--- config.mk ---
export PLATFORM = sky130hd
export DESIGN_NAME = seg_display_driver
export DESIGN_NICKNAME = d
export VERILOG_FILES = /design/src/rtl/seg_display_driver.sv
export SDC_FILE = /design/constraint.sdc
export NUM_CORES = 1
export LEC_CHECK = 0
export ABC_AREA = 1
export ABC_CLOCK_PERIOD_IN_PS = 2710
export CAP_MARGIN = 20
export CELL_PAD_IN_SITES_DETAIL_PLACEMENT = 1
export CELL_PAD_IN_SITES_GLOBAL_PLACEMENT = 2
export CORE_ASPECT_RATIO = 0.5
export CORE_MARGIN = 2
export CORE_UTILIZATION = 35
export DETAILED_ROUTE_END_ITERATION = 10
export PLACE_DENSITY = 0.83
export SKIP_LAST_GASP = 1
export SLEW_MARGIN = 0
export SYNTH_ARGS = -nofsm -noshare
export SYNTH_HDL_FRONTEND = slang
export SYNTH_SLANG_ARGS = --single-unit
--- constraint.sdc ---
create_clock -name clock -period 2.71 [get_ports clock]
set_clock_uncertainty 0.2 [all_clocks]
set_input_delay 0.813 -clock clock [delete_from_list [all_inputs] [get_ports clock]]
set_output_delay 0.813 -clock clock [all_outputs]
set_load 0.02 [all_outputs]
--- src/rtl/seg_display_driver.sv ---
// seg_display_driver
//   Samples a 16-bit word on request, converts it to four digits and drives a
//   time-multiplexed 4-digit 7-segment panel.
//
//   The digits are hex by default. Defining SEG_DISPLAY_BCD_EN selects decimal
//   mode: a 16-cycle shift-and-add-3 conversion, with ovf flagging words that
//   do not fit in four decimal digits.
//
//   The conversion works on private registers. The panel reads only the
//   display register, and that register is written once, in COMMIT, so a
//   half-converted value never reaches the segments.

`ifdef SEG_DISPLAY_BCD_EN
// One BCD digit's add-3 correction, applied before each shift.
module seg_bcd_adj3 (
  input  logic [3:0] din,
  output logic [3:0] dout
);
  always_comb dout = (din >= 4'd5) ? din + 4'd3 : din;
endmodule
`endif

module seg_display_driver #(
  parameter int REFRESH_DIV    = 50000,
  parameter bit SEG_ACTIVE_LOW = 1'b1
) (
  input  logic        clock,
  input  logic        reset,
  input  logic [15:0] value,
  input  logic        sample,
  output logic [6:0]  seg,
  output logic [3:0]  an,
  output logic        busy,
  output logic        ovf
);

  localparam int NUM_DIGITS = 4;
  localparam int DIV_W      = (REFRESH_DIV > 2) ? $clog2(REFRESH_DIV) : 1;
  localparam logic [DIV_W-1:0] DIV_LAST = DIV_W'(REFRESH_DIV - 1);

  localparam logic [1:0] S_IDLE   = 2'd0;
  localparam logic [1:0] S_CONV   = 2'd1;
  localparam logic [1:0] S_COMMIT = 2'd2;

  localparam logic [6:0] SEG_OFF = {7{SEG_ACTIVE_LOW}};
  localparam logic [3:0] AN_OFF  = {4{SEG_ACTIVE_LOW}};

  logic [1:0]       state;
  logic [15:0]      shadow;
  logic [15:0]      disp;
  logic [1:0]       idx;
  logic [DIV_W-1:0] div;

  // Active-high glyph for one digit, {g,f,e,d,c,b,a}.
  function automatic logic [6:0] glyph(input logic [3:0] d);
    logic [6:0] g;
    case (d)
      4'h0: g = 7'h3F;
      4'h1: g = 7'h06;
      4'h2: g = 7'h5B;
      4'h3: g = 7'h4F;
      4'h4: g = 7'h66;
      4'h5: g = 7'h6D;
      4'h6: g = 7'h7D;
      4'h7: g = 7'h07;
      4'h8: g = 7'h7F;
      4'h9: g = 7'h6F;
      4'hA: g = 7'h77;
      4'hB: g = 7'h7C;
      4'hC: g = 7'h39;
      4'hD: g = 7'h5E;
      4'hE: g = 7'h79;
      default: g = 7'h71;
    endcase
    return g;
  endfunction

  assign busy = (state != S_IDLE);

`ifdef SEG_DISPLAY_BCD_EN
  // 20-bit accumulator; bits [19:16] hold the ten-thousands digit.
  logic [19:0] bcd;
  logic [15:0] bcd_adj;
  logic [3:0]  bit_cnt;

  // Only the low four digits need correcting. The top digit is at most 3
  // before the final shift, and no correction follows that shift.
  for (genvar g = 0; g < NUM_DIGITS; g++) begin : g_adj
    seg_bcd_adj3 u_adj (
      .din  (bcd[4*g +: 4]),
      .dout (bcd_adj[4*g +: 4])
    );
  end

  // Capture FSM: sample -> 16 double-dabble shifts -> commit to the panel.
  always_ff @(posedge clock) begin
    if (reset) begin
      state   <= S_IDLE;
      shadow  <= '0;
      bcd     <= '0;
      bit_cnt <= '0;
      disp    <= '0;
      ovf     <= 1'b0;
    end else begin
      case (state)
        S_IDLE: begin
          if (sample) begin
            shadow  <= value;
            bcd     <= '0;
            bit_cnt <= '0;
            state   <= S_CONV;
          end
        end
        S_CONV: begin
          bcd     <= {bcd[18:16], bcd_adj, shadow[15]};
          shadow  <= {shadow[14:0], 1'b0};
          bit_cnt <= bit_cnt + 4'd1;
          if (bit_cnt == 4'd15) state <= S_COMMIT;
        end
        S_COMMIT: begin
          disp  <= bcd[15:0];
          ovf   <= (bcd[19:16] != 4'd0);
          state <= S_IDLE;
        end
        default: state <= S_IDLE;
      endcase
    end
  end
`else
  logic [15:0] digits;

  assign ovf = 1'b0;

  // Capture FSM: sample -> copy nibbles -> commit to the panel.
  always_ff @(posedge clock) begin
    if (reset) begin
      state  <= S_IDLE;
      shadow <= '0;
      digits <= '0;
      disp   <= '0;
    end else begin
      case (state)
        S_IDLE: begin
          if (sample) begin
            shadow <= value;
            state  <= S_CONV;
          end
        end
        S_CONV: begin
          digits <= shadow;
          state  <= S_COMMIT;
        end
        S_COMMIT: begin
          disp  <= digits;
          state <= S_IDLE;
        end
        default: state <= S_IDLE;
      endcase
    end
  end
`endif

  // Scan: free-running divider that steps the digit index and registers seg/an.
  always_ff @(posedge clock) begin
    if (reset) begin
      div <= '0;
      idx <= '0;
      seg <= SEG_OFF;
      an  <= AN_OFF;
    end else begin
      seg <= glyph(disp[{idx, 2'b00} +: 4]) ^ SEG_OFF;
      an  <= (4'b0001 << idx) ^ AN_OFF;
      if (div == DIV_LAST) begin
        div <= '0;
        idx <= idx + 2'd1;
      end else begin
        div <= div + 1'b1;
      end
    end
  end

endmodule

==> summary.txt <==
Synthesis
  – Top area cells in the synthesized netlist: sky130_fd_sc_hd__dfxtp_1 (47%), sky130_fd_sc_hd__nor2_1 (14%), sky130_fd_sc_hd__o21ai_0 (7.6%)
  – Number of cells produced by synthesis: 441
  – Yosys warning count: 0
  – Count of cell types in the netlist: 30
  – Most instantiated cells after synthesis: sky130_fd_sc_hd__nor2_1 (122), sky130_fd_sc_hd__dfxtp_1 (79), sky130_fd_sc_hd__nand2_1 (64)
  – Netlist area before placement: 0.00337 mm^2
  – Number of enable-type register cells in the synthesized netlist: 0
  – Area share of the largest cell type after synthesis: 0.469
  – Biggest area consumer among synthesized cells: sky130_fd_sc_hd__dfxtp_1
  – Most common flop cell mapped by yosys: sky130_fd_sc_hd__dfxtp_1
  – Sequential area share after synthesis: 0.469
  – Average instance area after synthesis: 7.64 um^2
  – Count of state elements after synthesis: 79
  – Most used standard cell by instance count after synthesis: sky130_fd_sc_hd__nor2_1
  – Proportion of register bits with asynchronous set or reset after synthesis: 0
  – Synth Net Count: 471

Final layout
  – Fin nets: 501
  – ANT cells: 0
  – Fill cell count: 1165
  – Layout cells sized above 1: 0.107
  – Area growth, synth to finish: 20.8%

Hold path
  – Worst min-delay path class: register to register

Setup path
  – Top fanout value on the critical path: 3
  – Arrival @ worst endpoint: 1490 ps
  – Critical Path Source Type: register
  – Critical Path End Type: primary output
  – Category of the most critical setup path: register to primary output
  – Critical path required time: 1700 ps

Route
  – First-iteration detailed-routing DRC count: 126
  – Via/cell ratio: 4.49
  – Via count: 2746
  – Wire per inst: 12.1 um
  – Wirelength, routed: 7380 um
  – DRT Pass-1 Iters: 4
  – Post-route DRC: 0
  – Detail Route Antenna Nets: 0

Power and ir drop
  – Max rail drop VDD: 0.280 mV
  – Proportion of power drawn by flip-flops and latches: 0.463
  – Combinational share of power: 0.086
  – Total design power: 2.71 mW
  – Net switching power figure: 667 uW
  – Relative contribution of the clock network to total power: 0.451
  – Static Leak: 1.64 nW
  – PwrDens: 665 mW/mm^2
  – Internal Dissipation: 2.04 mW
  – Proportion of total power due to net switching: 0.246

Timing
  – Final hold violation count: 0
  – Final cycle utilization of the critical path: 0.922
  – Setup violations, final: 0
  – Slew Viols, Final: 0
  – Unrepaired setup endpoints after global routing: no
  – Maximum clock frequency: 400 MHz
  – Minimum clock period after layout: 2500 ps
  – Final sum of negative setup slack: 0 ps

Floorplan
  – Top-Level Pins: 32
  – Vertical die dimension: 73.4 um
  – Row cnt: 25
  – Overall die area: 0.0105 mm^2
  – Area of the core: 0.00942 mm^2
  – Initial Util: 0.358
  – Die width: 143 um

Run
  – Maxcap violations: 0

Global routing
  – Number of global-route vias before repair: 2761
  – Initial antenna violation count: 0
  – Aggregate global routing overflow: 0
  – Overall global routing resource usage: 0.161
  – Largest net degree at the start of global routing: 28
  – Wire length of the first global-routing pass: 13000 um

Clock tree
  – CTS resizes: 0
  – Setup Fix Bufs, Post-CTS: 0
  – Worst-skew pair later-pin latency: 340 ps
  – Clock transition at the register clock pins on the worst setup and hold paths after CTS: 60 ps
  – Max H-tree Level: 3
  – Max Buffers Root-to-Sink: 2
  – Master cell of the clock root buffer: sky130_fd_sc_hd__clkbuf_16
  – Number of hold buffers added after CTS: 0
  – Sinks on Clock Net: 79
  – Cts bufs inserted: 9
  – Clock tree from TritonCTS: built

Place
  – Final weighted congestion in routability-driven placement: 0.742
  – HPWL after detailed placement: 5250 um
  – Port bufs: 30

Run status
  – Status: complete, no violations
-- power groups by stage --
| stage | logic (mW) | registers (mW) | clock network, mW |
|---|---|---|---|
| finish | 0.232 | 1.25 | 1.22 |
| floorplan | 0.146 | 1.29 | 0 |
| global route | 0.269 | 1.26 | 1.31 |
| global placement | 0.231 | 1.28 | 0 |
| detailed placement | 0.235 | 1.28 | 0 |
| CTS | 0.237 | 1.26 | 1.26 |
-- registers in the layout, indices dropped and copies added, names as in the netlist --
signal and flops:
digits 16, disp 16, div 16, shadow 16, seg 7, an 4, idx 2, state 2
-- routing by layer --
metal  wire, um  GRT usage  vias up
li1           -          -     1459
met1       3860      0.208     1234
met2       3140      0.255       45
met4        108     0.0638        0
met5          0          0        -
met3        268     0.0495        8
-- per-stage QoR --
stage	instance area [um^2]	instances	utilization	hold slack [ps]	worst slack (ps)
CTS	4070	611	0.432	254	185
floorplan	3370	441	-	217	931
global placement	3770	595	0.401	229	380
detailed placement	3770	595	0.401	239	349
finish	4070	611	0.432	246	210
global route	4070	611	0.432	271	152
-- critical path, cell delays in order (launching register included) --
cell,delay [ps]
sky130_fd_sc_hd__dfxtp_1,420
sky130_fd_sc_hd__nor2_2,80
sky130_fd_sc_hd__inv_1,50
sky130_fd_sc_hd__clkdlybuf4s50_1,590
-- area by class of cell --
cell class | instances | area (um^2) | share of cell area
multi-input combinational | 320 | 1580 | 0.389
clock inverter | 6 | 67.6 | 0.0166
clock buffer | 10 | 229 | 0.0562
tap | 135 | 169 | 0.0415
inverter | 26 | 103 | 0.0252
sequential | 79 | 1580 | 0.388
timing repair buffer | 35 | 338 | 0.0830
-- path summary, 6_finish.rpt --
check,start,end,slack [ps],depth (start not counted)
min reg2reg,div[0],div[0],250,1
max reg2reg,idx[1],seg[2],750,8
max,state[1],busy,210,3
min,div[0],div[0],250,1
-- layout by cell type, fill, tap and decap left out --
cell                              synthesis  layout
sky130_fd_sc_hd__clkdlybuf4s50_1          0      30
sky130_fd_sc_hd__nor2_2                   3       3
sky130_fd_sc_hd__nand3_4                  2       2
sky130_fd_sc_hd__nand2_1                 64      64
sky130_fd_sc_hd__clkbuf_1                 2       1
sky130_fd_sc_hd__nand2_4                  3       3
sky130_fd_sc_hd__xnor2_1                  1       1
sky130_fd_sc_hd__inv_6                    0       2
sky130_fd_sc_hd__conb_1                   1       1
sky130_fd_sc_hd__clkinv_2                 0       1
sky130_fd_sc_hd__nor2_1                 122     122
sky130_fd_sc_hd__a21oi_1                  7       7
sky130_fd_sc_hd__or2_2                    1       1
sky130_fd_sc_hd__nand4_1                  6       6
sky130_fd_sc_hd__nand2_2                  6       6
sky130_fd_sc_hd__a21oi_2                  4       4
sky130_fd_sc_hd__nand3_2                  2       2
sky130_fd_sc_hd__nand3_1                 25      25
sky130_fd_sc_hd__ha_1                    11      11
sky130_fd_sc_hd__dfxtp_1                 79      79
sky130_fd_sc_hd__o21ai_0                 51      51
sky130_fd_sc_hd__clkbuf_16                0       9
sky130_fd_sc_hd__nor2_4                   3       3
sky130_fd_sc_hd__inv_2                    5       5
sky130_fd_sc_hd__clkinv_1                 1       1
sky130_fd_sc_hd__clkinvlp_4               0       2
sky130_fd_sc_hd__inv_1                   18      18
sky130_fd_sc_hd__nand3b_1                 3       3
sky130_fd_sc_hd__xor2_1                   4       4
sky130_fd_sc_hd__bufinv_16                0       1
sky130_fd_sc_hd__inv_4                    2       2
sky130_fd_sc_hd__nor3_1                   1       1
sky130_fd_sc_hd__buf_4                    5       5
-- cell families after synthesis --
logic type / synth area share
and+or+nand+nor: 0.318
other: 0.00111
xor gates and xnor gates: 0.0130
buffers and inverters: 0.0609
adders and majority gates: 0.0408
AOI/OAI and AO/OA: 0.0965
DFF: 0.469
Note: power is estimated with default switching activity, not from simulation.
